### config.mk
export PLATFORM = sky130hd
export DESIGN_NAME = disk_ii_ctrl_n_flat
export DESIGN_NICKNAME = d
export VERILOG_FILES = /design/src/rtl/disk_ii_pkg.sv /design/src/rtl/disk_ii_ctrl_n_if.sv /design/src/rtl/disk_ii_stepper.sv /design/src/rtl/disk_ii_ctrl_n.sv /design/src/flat_wrapper.sv
export SDC_FILE = /design/constraint.sdc
export NUM_CORES = 1
export LEC_CHECK = 0
export BUFFER_PORTS_ARGS = -buffer_cell sky130_fd_sc_hd__buf_2
export CAP_MARGIN = 20
export CORE_ASPECT_RATIO = 1.5
export CORE_MARGIN = 5
export CORE_UTILIZATION = 35
export CTS_BUF_LIST = sky130_fd_sc_hd__clkbuf_8
export CTS_CLUSTER_SIZE = 16
export DETAILED_ROUTE_END_ITERATION = 7
export HOLD_SLACK_MARGIN = 0.08
export SLEW_MARGIN = 20
export SYNTH_ARGS = -nofsm -noshare
export SYNTH_HDL_FRONTEND = slang
export SYNTH_HIERARCHICAL = 1
export SYNTH_SLANG_ARGS = --single-unit
export TNS_END_PERCENT = 50
### constraint.sdc
create_clock -name CLK_14M -period 8.1 [get_ports CLK_14M]
set_input_delay 1.215 -clock CLK_14M [delete_from_list [all_inputs] [get_ports CLK_14M]]
set_output_delay 1.215 -clock CLK_14M [all_outputs]
set_load 0.02 [all_outputs]
### src/rtl/disk_ii_pkg.sv
// Shared constants and types for the Disk II controller slice.
// Soft-switch offsets, stepper state encoding and default timing.
package disk_ii_pkg;

    localparam logic [3:0] SW_PHASE  = 4'h0;
    localparam logic [3:0] SW_MOTOR  = 4'h8;
    localparam logic [3:0] SW_SELECT = 4'hA;
    localparam logic [3:0] SW_Q6     = 4'hC;
    localparam logic [3:0] SW_Q7     = 4'hE;
    localparam logic [3:0] SW_DATA   = 4'hC;

    typedef enum logic {
        ST_IDLE,
        ST_SETTLE
    } step_state_e;

    localparam logic [23:0] DEF_SPINDOWN_CYCLES = 24'd14000000;
    localparam logic [15:0] DEF_STEP_CYCLES     = 16'd14000;
    localparam logic [6:0]  DEF_MAX_HALFTRACK   = 7'd69;

endpackage

### src/rtl/disk_ii_ctrl_n_if.sv
// Slot bus bundle: DEVICE_SELECT/A/DRIVE_BANK from the bus decode,
// D_OUT and the read/write strobes back to it.
interface disk_ii_ctrl_n_if;

    logic       DEVICE_SELECT;
    logic [3:0] A;
    logic       DRIVE_BANK;
    logic [7:0] D_OUT;
    logic       READ_STROBE;
    logic       WRITE_STROBE;

    modport master (
        output DEVICE_SELECT, A, DRIVE_BANK,
        input  D_OUT, READ_STROBE, WRITE_STROBE
    );

    modport slave (
        input  DEVICE_SELECT, A, DRIVE_BANK,
        output D_OUT, READ_STROBE, WRITE_STROBE
    );

endinterface

### src/rtl/disk_ii_stepper.sv
// Per-drive head stepper: halftrack register, settle timer, clamp.
// Ports: CLK_14M, RESET, active (drive spinning+selected), phase, halftrack.
module disk_ii_stepper
    import disk_ii_pkg::*;
#(
    parameter logic [15:0] STEP_CYCLES   = DEF_STEP_CYCLES,
    parameter logic [6:0]  MAX_HALFTRACK = DEF_MAX_HALFTRACK
) (
    input  logic       CLK_14M,
    input  logic       RESET,
    input  logic       active,
    input  logic [3:0] phase,
    output logic [6:0] halftrack
);

    step_state_e state_q, state_d;
    logic [6:0]  ht_q, ht_d;
    logic [15:0] tmr_q, tmr_d;
    logic [1:0]  p;
    logic        pull_up, pull_dn;

    // Magnet one position ahead pulls up, one behind pulls down.
    assign p       = ht_q[1:0];
    assign pull_up = phase[p + 2'd1] & ~phase[p + 2'd3];
    assign pull_dn = phase[p + 2'd3] & ~phase[p + 2'd1];

    always_ff @(posedge CLK_14M) begin
        if (RESET) begin
            state_q <= ST_IDLE;
            ht_q    <= '0;
            tmr_q   <= '0;
        end else begin
            state_q <= state_d;
            ht_q    <= ht_d;
            tmr_q   <= tmr_d;
        end
    end

    always_comb begin
        state_d = state_q;
        ht_d    = ht_q;
        tmr_d   = tmr_q;
        unique case (state_q)
            ST_IDLE: begin
                if (active) begin
                    if (pull_up && ht_q < MAX_HALFTRACK) begin
                        ht_d    = ht_q + 7'd1;
                        tmr_d   = STEP_CYCLES;
                        state_d = ST_SETTLE;
                    end else if (pull_dn && ht_q != 7'd0) begin
                        ht_d    = ht_q - 7'd1;
                        tmr_d   = STEP_CYCLES;
                        state_d = ST_SETTLE;
                    end
                end
            end
            ST_SETTLE: begin
                // Leave on the edge where the timer reaches zero.
                if (tmr_q <= 16'd1) begin
                    tmr_d   = '0;
                    state_d = ST_IDLE;
                end else begin
                    tmr_d = tmr_q - 16'd1;
                end
            end
            default: state_d = ST_IDLE;
        endcase
    end

    assign halftrack = ht_q;

endmodule

### src/rtl/disk_ii_ctrl_n.sv
// Disk II controller core: soft-switch decode, spindown, per-drive heads.
// Ports: CLK_14M, RESET, bus (slot interface), DRIVE_DATA, WPROT,
// DRIVE_ACTIVE, DRIVE_SEL, HALFTRACK, TRACK, MOTOR_PHASE, Q6, Q7.
// Optional: DISKII_WPROT_SENSE_EN enables write-protect sensing on D_OUT.
module disk_ii_ctrl_n
    import disk_ii_pkg::*;
#(
    parameter int          NUM_DRIVES      = 2,
    parameter logic [23:0] SPINDOWN_CYCLES = DEF_SPINDOWN_CYCLES,
    parameter logic [15:0] STEP_CYCLES     = DEF_STEP_CYCLES,
    parameter logic [6:0]  MAX_HALFTRACK   = DEF_MAX_HALFTRACK
) (
    input  logic                    CLK_14M,
    input  logic                    RESET,
    disk_ii_ctrl_n_if.slave         bus,
    input  logic [8*NUM_DRIVES-1:0] DRIVE_DATA,
    input  logic [NUM_DRIVES-1:0]   WPROT,
    output logic [NUM_DRIVES-1:0]   DRIVE_ACTIVE,
    output logic [1:0]              DRIVE_SEL,
    output logic [7*NUM_DRIVES-1:0] HALFTRACK,
    output logic [6*NUM_DRIVES-1:0] TRACK,
    output logic [3:0]              MOTOR_PHASE,
    output logic                    Q6,
    output logic                    Q7
);

    localparam logic [1:0] LAST_SEL = 2'(NUM_DRIVES - 1);
    localparam logic       BANK_EN  = 1'(NUM_DRIVES > 2);

    logic        wr_phase, wr_motor, wr_select, wr_q6, wr_q7;
    logic [1:0]  sel_idx;
    logic        motor_on, motor_on_nxt, spinning;
    logic [23:0] spin_cnt;
    logic [7:0]  rd_byte, wp_byte;

    always_comb begin
        wr_phase  = 1'b0;
        wr_motor  = 1'b0;
        wr_select = 1'b0;
        wr_q6     = 1'b0;
        wr_q7     = 1'b0;
        if (bus.DEVICE_SELECT) begin
            unique case (1'b1)
                bus.A[3] == SW_PHASE[3]:       wr_phase  = 1'b1;
                bus.A[3:1] == SW_MOTOR[3:1]:   wr_motor  = 1'b1;
                bus.A[3:1] == SW_SELECT[3:1]:  wr_select = 1'b1;
                bus.A[3:1] == SW_Q6[3:1]:      wr_q6     = 1'b1;
                bus.A[3:1] == SW_Q7[3:1]:      wr_q7     = 1'b1;
                default: ;
            endcase
        end
    end

    always_comb begin
        sel_idx = {bus.DRIVE_BANK & BANK_EN, bus.A[0]};
        if (sel_idx > LAST_SEL) sel_idx = LAST_SEL;
    end

    always_ff @(posedge CLK_14M) begin
        if (RESET) begin
            MOTOR_PHASE <= '0;
            motor_on    <= 1'b0;
            DRIVE_SEL   <= '0;
            Q6          <= 1'b0;
            Q7          <= 1'b0;
        end else begin
            if (wr_phase)  MOTOR_PHASE[bus.A[2:1]] <= bus.A[0];
            if (wr_motor)  motor_on  <= bus.A[0];
            if (wr_select) DRIVE_SEL <= sel_idx;
            if (wr_q6)     Q6 <= bus.A[0];
            if (wr_q7)     Q7 <= bus.A[0];
        end
    end

    // Spindown follows the value motor_on takes at this edge, so a
    // motor-on strobe beats a counter expiring on the same cycle.
    assign motor_on_nxt = wr_motor ? bus.A[0] : motor_on;

    always_ff @(posedge CLK_14M) begin
        if (RESET) begin
            spin_cnt <= '0;
            spinning <= 1'b0;
        end else if (motor_on_nxt) begin
            spin_cnt <= '0;
            spinning <= 1'b1;
        end else if (motor_on) begin
            spin_cnt <= SPINDOWN_CYCLES;
        end else if (spin_cnt != 24'd0) begin
            spin_cnt <= spin_cnt - 24'd1;
            if (spin_cnt == 24'd1) spinning <= 1'b0;
        end else begin
            spinning <= 1'b0;
        end
    end

    for (genvar i = 0; i < NUM_DRIVES; i++) begin : g_drv
        assign DRIVE_ACTIVE[i] = spinning & (DRIVE_SEL == 2'(i));

        disk_ii_stepper #(
            .STEP_CYCLES   (STEP_CYCLES),
            .MAX_HALFTRACK (MAX_HALFTRACK)
        ) u_step (
            .CLK_14M   (CLK_14M),
            .RESET     (RESET),
            .active    (DRIVE_ACTIVE[i]),
            .phase     (MOTOR_PHASE),
            .halftrack (HALFTRACK[7*i +: 7])
        );

        assign TRACK[6*i +: 6] = HALFTRACK[7*i+1 +: 6];
    end

    always_comb begin
        rd_byte = '0;
        for (int i = 0; i < NUM_DRIVES; i++)
            if (DRIVE_SEL == 2'(i)) rd_byte = DRIVE_DATA[8*i +: 8];
    end

`ifdef DISKII_WPROT_SENSE_EN
    always_comb begin
        wp_byte = '0;
        for (int i = 0; i < NUM_DRIVES; i++)
            if (DRIVE_SEL == 2'(i)) wp_byte = {WPROT[i], 7'b0};
    end
`else
    logic unused_wprot;
    assign unused_wprot = ^WPROT;
    assign wp_byte      = 8'h00;
`endif

    assign bus.D_OUT = !Q6 ? rd_byte : (!Q7 ? wp_byte : 8'h00);

    assign bus.READ_STROBE  = bus.DEVICE_SELECT & (bus.A == SW_DATA);
    assign bus.WRITE_STROBE = bus.DEVICE_SELECT & (bus.A[3:2] == 2'b11)
                            & bus.A[0];

endmodule

### src/flat_wrapper.sv
// flat-port wrapper written by rule: the top's interface ports become plain ports
module disk_ii_ctrl_n_flat import disk_ii_pkg::*;
#(
    parameter int          NUM_DRIVES      = 2,
    parameter logic [23:0] SPINDOWN_CYCLES = DEF_SPINDOWN_CYCLES,
    parameter logic [15:0] STEP_CYCLES     = DEF_STEP_CYCLES,
    parameter logic [6:0]  MAX_HALFTRACK   = DEF_MAX_HALFTRACK
)
  (CLK_14M, RESET, DRIVE_DATA, WPROT, DRIVE_ACTIVE, DRIVE_SEL, HALFTRACK, TRACK, MOTOR_PHASE, Q6, Q7, bus_DEVICE_SELECT, bus_A, bus_DRIVE_BANK, bus_D_OUT, bus_READ_STROBE, bus_WRITE_STROBE);
  disk_ii_ctrl_n_if bus_i ();
  input  logic CLK_14M;
  input  logic RESET;
  input  logic [8*NUM_DRIVES-1:0] DRIVE_DATA;
  input  logic [NUM_DRIVES-1:0] WPROT;
  output logic [NUM_DRIVES-1:0] DRIVE_ACTIVE;
  output logic [1:0] DRIVE_SEL;
  output logic [7*NUM_DRIVES-1:0] HALFTRACK;
  output logic [6*NUM_DRIVES-1:0] TRACK;
  output logic [3:0] MOTOR_PHASE;
  output logic Q6;
  output logic Q7;
  input wire logic [$bits(bus_i.DEVICE_SELECT)-1:0] bus_DEVICE_SELECT;
  input wire logic [$bits(bus_i.A)-1:0] bus_A;
  input wire logic [$bits(bus_i.DRIVE_BANK)-1:0] bus_DRIVE_BANK;
  output wire logic [$bits(bus_i.D_OUT)-1:0] bus_D_OUT;
  output wire logic [$bits(bus_i.READ_STROBE)-1:0] bus_READ_STROBE;
  output wire logic [$bits(bus_i.WRITE_STROBE)-1:0] bus_WRITE_STROBE;
  assign bus_i.DEVICE_SELECT = bus_DEVICE_SELECT;
  assign bus_i.A = bus_A;
  assign bus_i.DRIVE_BANK = bus_DRIVE_BANK;
  assign bus_D_OUT = bus_i.D_OUT;
  assign bus_READ_STROBE = bus_i.READ_STROBE;
  assign bus_WRITE_STROBE = bus_i.WRITE_STROBE;
  disk_ii_ctrl_n #(.NUM_DRIVES(NUM_DRIVES), .SPINDOWN_CYCLES(SPINDOWN_CYCLES), .STEP_CYCLES(STEP_CYCLES), .MAX_HALFTRACK(MAX_HALFTRACK)) u_core (.CLK_14M(CLK_14M), .RESET(RESET), .bus(bus_i), .DRIVE_DATA(DRIVE_DATA), .WPROT(WPROT), .DRIVE_ACTIVE(DRIVE_ACTIVE), .DRIVE_SEL(DRIVE_SEL), .HALFTRACK(HALFTRACK), .TRACK(TRACK), .MOTOR_PHASE(MOTOR_PHASE), .Q6(Q6), .Q7(Q7));
endmodule
# After elaboration in Yosys (flattened, before gate mapping)
# Index checks and enable logic that the tools add are counted.
# totals
regBits	82
latchBits	0
mem_bits_rw	0
mem_bits_ro	0
in_bits	26
output_inout_bits	46
memories	0
# op_classes
n_addsub	11
n_mul	0
div	0
n_lt_le_gt_ge	11
eq_ne	14
shift	0
mux	56
n_bitwise	15
n_reduce_logical	19
# op_table
operator	n
16-bit two-way mux	8
16-bit case mux with 2 select lines	2
24-bit two-way mux	2
16-bit by 1-bit less-or-equal comparator with 1-bit output (second input constant)	2
16-bit by 1-bit subtractor with 16-bit output (second input constant)	2
1-bit two-way mux	29
7-bit two-way mux	4
24-bit by 1-bit == test with 1-bit output (second input constant)	1
8-bit two-way mux	3
24-bit nonzero test	1
24-bit by 1-bit subtractor with 24-bit output (second input constant)	1
2-bit by 3-bit less-than comparator with 1-bit output (second input constant)	5
7-bit by 1-bit adder with 7-bit output (second input constant)	2
7-bit less-than comparator (second input constant)	2
7-bit nonzero test	2
7-bit by 1-bit subtractor with 7-bit output (second input constant)	2
3-bit == test (second input constant)	4
1-bit AND	9
1-bit binary-select mux with 2-bit select	4
2-bit inequality test (second input constant)	3
3-bit inequality test (second input constant)	2
1-bit inverter	6
2-bit AND reduction	3
3-bit AND reduction	2
16 further kinds	25

# Logic depth before layout (Yosys ltp)
# logic_depth
depth_word	10
ltp_mapped	13

# By module
# Netlist, hierarchy kept.
# modules_own_cells
mod	instances	cells_each	area_per_inst_um2	seq_area_each_um2
disk_ii_ctrl_n	1	235	1946.9	660.6
disk_ii_stepper at u_core.g_drv[0].u_step	1	183	1526.5	480.5
disk_ii_stepper at u_core.g_drv[1].u_step	1	185	1514.0	480.5

# Worst setup path after synthesis
# OpenSTA, ideal clock, no wires.
# synth_timing
kind	register to register
from	reg u_core.g_drv[1].u_step.ht_q[0]
to	reg u_core.g_drv[1].u_step.ht_q[6]
setup_time_ns	0.071
t_arrival_ns	3.274
t_required_ns	8.029
setup_slack_ns	4.756
stages_incl_launch_ff	14
n_path_buf	0
period_less_slack_ns	3.344
path_cell_list	dfxtp_1 inv_1 ha_1 and3b_1 a21oi_1 a221oi_4 inv_1 fa_1 a211oi_1 o21bai_1 a21oi_1 xnor2_1 or3_1 a21oi_1
# synth_via
elab_chain_cells	8
# synth_rtl
item	line_no	text
start: declaration	disk_ii_stepper.sv:17	logic [6:0] ht_q, ht_d;
start signal: assignment	disk_ii_stepper.sv:34	ht_q <= ht_d;
2-bit adder or 2-bit by 1-bit adder with 2-bit output (tied branches)	disk_ii_stepper.sv:24, disk_ii_stepper.sv:25	
1-bit binary-select mux with 2-bit select	disk_ii_stepper.sv:24, disk_ii_stepper.sv:25	
1-bit two-way mux (implied by the code)	disk_ii_stepper.sv:24, disk_ii_stepper.sv:25	
1-bit inverter, on equally long branches	disk_ii_stepper.sv:24, disk_ii_stepper.sv:25	
1-bit AND, on equally long branches	disk_ii_stepper.sv:24, disk_ii_stepper.sv:25	
1-bit logical AND, on equally long branches	disk_ii_stepper.sv:46, disk_ii_stepper.sv:50	
2-bit nonzero test (no line)	-	
3-bit AND reduction (no line)	-	
# Several ways; a longest one is shown, not always the timed one. The select of a mux whose other input is x is not followed.
# A chain may end at the register's enable or synchronous reset.

# Final worst setup path
# Same ends and word-level chain as after synthesis.

==> flow_results.xml <==
<?xml version="1.0" encoding="UTF-8"?>
<metrics>
  <group name="detailed_routing">
    <metric name="avgViaCountPerCell" unit="">5.284</metric>
    <metric name="detail_route.iter0.violations" unit="">193</metric>
    <metric name="route.vias.total" unit="">4444</metric>
    <metric name="wire_per_inst" unit="um">14.36</metric>
    <metric name="drtAntennaViolNets" unit="">0</metric>
    <metric name="detail_route.wirelength" unit="mm">12.07</metric>
    <metric name="drc" unit="">0</metric>
    <metric name="dr.pass1.iters" unit="">4</metric>
  </group>
  <group name="sta">
    <metric name="timing.hold.ws" unit="ns">0.4810</metric>
    <metric name="timing_worst_slew_pin_value" unit="ns">0.8077</metric>
    <metric name="finalHoldViolations" unit="">0</metric>
    <metric name="fin_worst_skew" unit="ns">0.01216</metric>
    <metric name="timing.final.max_slew_violations" unit="">0</metric>
    <metric name="finalWorstPathRequiredPeriod" unit="ns">3.586</metric>
    <metric name="final-setup-viol-count" unit="">0</metric>
    <metric name="timing.fmax" unit="GHz">0.2788</metric>
    <metric name="final_min_period_over_clock_period" unit="%">44.28</metric>
    <metric name="final.setup.tns" unit="ns">0</metric>
    <metric name="slew_limit_headroom" unit="%">46.15</metric>
    <metric name="setup_repair_after_global_routing_missed_its_margin" unit="">no</metric>
  </group>
  <group name="power">
    <metric name="ir_drop" unit="uV">233.8</metric>
    <metric name="pwr-share-clk" unit="%">23.7</metric>
    <metric name="power_per_cell_area" unit="nW/um2">265.7</metric>
    <metric name="power.share.sequential" unit="%">35.2</metric>
    <metric name="switchingPower" unit="mW">0.5783</metric>
    <metric name="p_int" unit="mW">0.9081</metric>
    <metric name="netSwitchingFraction" unit="%">38.91</metric>
    <metric name="post-layout-total-power" unit="mW">1.486</metric>
    <metric name="power.leakage" unit="nW">2.236</metric>
    <metric name="combinationalPowerShare" unit="%">41.1</metric>
  </group>
  <group name="floorplanning">
    <metric name="die_w" unit="um">107.5</metric>
    <metric name="num_rows" unit="">53</metric>
    <metric name="chip_height" unit="um">156.2</metric>
    <metric name="die_area" unit="um2">16790</metric>
    <metric name="io_pins" unit="">72</metric>
    <metric name="initial_utilization" unit="%">35.64</metric>
    <metric name="fp.coreArea" unit="um2">13990</metric>
  </group>
  <group name="logic_synthesis">
    <metric name="yosys.area.top_type" unit="">dfxtp_1</metric>
    <metric name="synth_seq_area_share" unit="%">32.51</metric>
    <metric name="asyncSetResetFlopFracSynth" unit="%">0</metric>
    <metric name="synth_seq_cells" unit="">81</metric>
    <metric name="post_synth_inst_count" unit="">603</metric>
    <metric name="synth.distinct_cells" unit="">70</metric>
    <metric name="synthesis.area" unit="um2">4987</metric>
    <metric name="synthTopCellsByArea" unit="">dfxtp_1, nor2_1, mux2i_1, ha_1, a21oi_1</metric>
    <metric name="share_of_the_synthesized_area_in_the_top_cell_type" unit="%">32.51</metric>
    <metric name="synthTopCellsByCount" unit="">nor2_1, dfxtp_1, a21oi_1</metric>
    <metric name="synth-edff-count" unit="">0</metric>
    <metric name="synth-warning-count" unit="">6</metric>
    <metric name="synthMostInstantiatedCell" unit="">nor2_1</metric>
    <metric name="ys_dominant_reg_cell" unit="">dfxtp_1</metric>
    <metric name="synth.net_count" unit="">650</metric>
    <metric name="postSynthAreaPerCell" unit="um2">8.271</metric>
  </group>
  <group name="layout">
    <metric name="fin_nets" unit="">693</metric>
    <metric name="layout-area-overhead-vs-synth" unit="%">12.19</metric>
    <metric name="antenna-diode-count" unit="">0</metric>
    <metric name="fillCellCount" unit="">1434</metric>
    <metric name="layout.core_utilization" unit="%">39.99</metric>
    <metric name="drive_gt1_share" unit="%">17.26</metric>
    <metric name="finish.instance_area" unit="um2">5595</metric>
  </group>
  <group name="setup_path">
    <metric name="critical_path.startpoint_type" unit="">flop</metric>
    <metric name="cp_max_fo" unit="">8</metric>
    <metric name="worst_r2r_endpoint" unit="">u_core/g_drv[1].u_step/halftrack[6]$_SDFFE_PP0P_</metric>
    <metric name="r2r-start" unit="">u_core/g_drv[1].u_step/halftrack[0]$_SDFFE_PP0P_</metric>
    <metric name="reg2regPathDepth" unit="">13</metric>
    <metric name="reg2reg_slack" unit="ns">4.51</metric>
    <metric name="timing.critical_path.required" unit="ns">8.38</metric>
    <metric name="setup.worst_path.end_class" unit="">flop</metric>
    <metric name="critPathKind" unit="">flop to flop</metric>
    <metric name="cp.arrival" unit="ns">3.87</metric>
  </group>
  <group name="global_route">
    <metric name="number_of_global_route_vias_before_repair" unit="">4358</metric>
    <metric name="grt_pass1_wl" unit="mm">20.31</metric>
    <metric name="grt_start_max_net_pins" unit="">47</metric>
    <metric name="globalRouteTotalUtil" unit="%">14.64</metric>
    <metric name="grt_overflow" unit="">0</metric>
    <metric name="antenna_found_initial" unit="">0</metric>
  </group>
  <group name="clocking">
    <metric name="post_cts_hold_buffer_count" unit="">0</metric>
    <metric name="cts_tree" unit="">done</metric>
    <metric name="cts_buffers" unit="">9</metric>
    <metric name="clk_path_buf_depth" unit="">2</metric>
    <metric name="cts_sinks" unit="">81</metric>
    <metric name="cts-htree-levels" unit="">3</metric>
    <metric name="root_buffer" unit="">clkbuf_8</metric>
    <metric name="post_cts_buffers" unit="">0</metric>
    <metric name="clk_latency" unit="ns">0.36</metric>
    <metric name="clkSlewWorstSetupHoldPaths" unit="ns">0.08</metric>
    <metric name="post_cts_resized" unit="">0</metric>
  </group>
  <group name="min_path">
    <metric name="worstHoldStart" unit="">u_core/g_drv[1].u_step/tmr_q[15]$_SDFFE_PP0P_</metric>
    <metric name="worstHoldPathCells" unit="">1</metric>
    <metric name="hp-class" unit="">flop to flop</metric>
    <metric name="endpoint_of_the_worst_hold_path" unit="">u_core/g_drv[1].u_step/tmr_q[15]$_SDFFE_PP0P_</metric>
  </group>
  <group name="placement">
    <metric name="detailed_place_hpwl" unit="mm">8.974</metric>
    <metric name="post_dp_cell_area" unit="um2">5365</metric>
    <metric name="port-buffer-count" unit="">67</metric>
    <metric name="gpl.final_weighted_congestion" unit="">0.8512</metric>
  </group>
  <group name="status">
    <metric name="run_status" unit="">completed</metric>
  </group>
  <group name="job">
    <metric name="maxCapViolCount" unit="">0</metric>
  </group>
</metrics>
-- through the flow --
step,worst slack [ns],cells
CTS,4.497,841
global placement,4.600,827
global route,4.178,841
detailed placement,4.549,827
floorplan,4.756,603
finish,4.514,841
-- power by group through the flow --
| stage | clock, mW | combinational (mW) | sequential (mW) |
|---|---|---|---|
| final | 0.352 | 0.610 | 0.524 |
| after global routing | 0.381 | 0.684 | 0.535 |
| after floorplan | 0 | 0.495 | 0.515 |
| after detailed placement | 0 | 0.609 | 0.532 |
| after global placement | 0 | 0.595 | 0.528 |
| after CTS | 0.363 | 0.612 | 0.523 |
-- cell type report --
class	instances	area, um2	area share (%)
clock buffer	9	123.9	2.214
multi-input combinational	463	3070	54.87
inverter	22	82.58	1.476
clock inverter	5	106.4	1.901
timing repair buffer	69	350.3	6.261
sequential	81	1622	28.98
tap	192	240.2	4.293
-- worst max-delay path: stages (launching register included) --
cell and delay [ns]:
dfxtp_1 0.57, inv_1 0.15, ha_1 0.44, and3b_1 0.19
a21oi_1 0.06, a221oi_4 0.34, inv_1 0.21, fa_1 0.46
a211oi_1 0.23, o21bai_1 0.11, a21oi_1 0.21, xnor2_1 0.10
or3_1 0.32, a21oi_1 0.14
-- cells in the final DEF (no fill, tap or decap), types with 9 or more instances in the layout --
cell / instances
nor2_1: 82
dfxtp_1: 81
buf_2: 67
a21oi_1: 41
nand2_1: 27
mux2i_1: 26
a31oi_1: 23
inv_1: 22
o21ai_0: 20
ha_1: 19
nor3_1: 17
nand3_1: 16
xnor2_1: 14
nor2b_1: 13
or3_1: 13
nand2b_1: 12
xor2_1: 11
clkbuf_8: 9
-- routing by layer --
metal  vias up  global-route usage, %  wire length, um  part of all wire, %
li1       2270                      -                -                    -
met2        75                  26.95             6385                   53
met3        15                  3.520              414                  3.4
met4         0                  5.475              212                  1.8
met1      2084                  16.12             5062                   42
met5         -                      0                0                    0
-- how the worst max path moves through the flow --
stage | depth (start not counted) | start | slack [ns] | endpoint
global placement | 13 | u_core/g_drv[1].u_step/halftrack[0]$_SDFFE_PP0P_ | 4.60 | u_core/g_drv[1].u_step/halftrack[6]$_SDFFE_PP0P_
detailed placement | 13 | u_core/g_drv[1].u_step/halftrack[0]$_SDFFE_PP0P_ | 4.55 | u_core/g_drv[1].u_step/halftrack[6]$_SDFFE_PP0P_
CTS | 13 | u_core/g_drv[1].u_step/halftrack[0]$_SDFFE_PP0P_ | 4.50 | u_core/g_drv[1].u_step/halftrack[6]$_SDFFE_PP0P_
global route | 13 | u_core/g_drv[1].u_step/halftrack[0]$_SDFFE_PP0P_ | 4.18 | u_core/g_drv[1].u_step/halftrack[6]$_SDFFE_PP0P_
floorplan | 13 | u_core/g_drv[1].u_step/halftrack[0]$_SDFFE_PP0P_ | 4.76 | u_core/g_drv[1].u_step/halftrack[6]$_SDFFE_PP0P_
finish | 13 | u_core/g_drv[1].u_step/halftrack[0]$_SDFFE_PP0P_ | 4.51 | u_core/g_drv[1].u_step/halftrack[6]$_SDFFE_PP0P_
-- cells by family after synthesis --
| logic type | after synthesis | share of synthesized area [%] |
|---|---|---|
| AO/OA/AOI/OAI | 144 | 19.32 |
| XOR/XNOR | 25 | 4.390 |
| adder cells (fa/ha/maj) | 21 | 5.570 |
| buffers and inverters | 59 | 5.921 |
| flip-flops | 81 | 32.51 |
| multiplexers | 27 | 5.444 |
| other | 1 | 0.07519 |
| AND/OR/NAND/NOR | 245 | 26.77 |
-- sequential cells by signal, indices dropped and copies added (netlist names) --
signal	cells
u_core/g_drv.u_step/tmr_q	32
u_core/spin_cnt	24
u_core/g_drv.u_step/halftrack	14
u_core/MOTOR_PHASE	4
u_core/g_drv.u_step/state_q	2
u_core/DRIVE_SEL	1
u_core/Q6	1
u_core/Q7	1
u_core/motor_on	1
u_core/spinning	1
(Power assumes the default switching activity.)
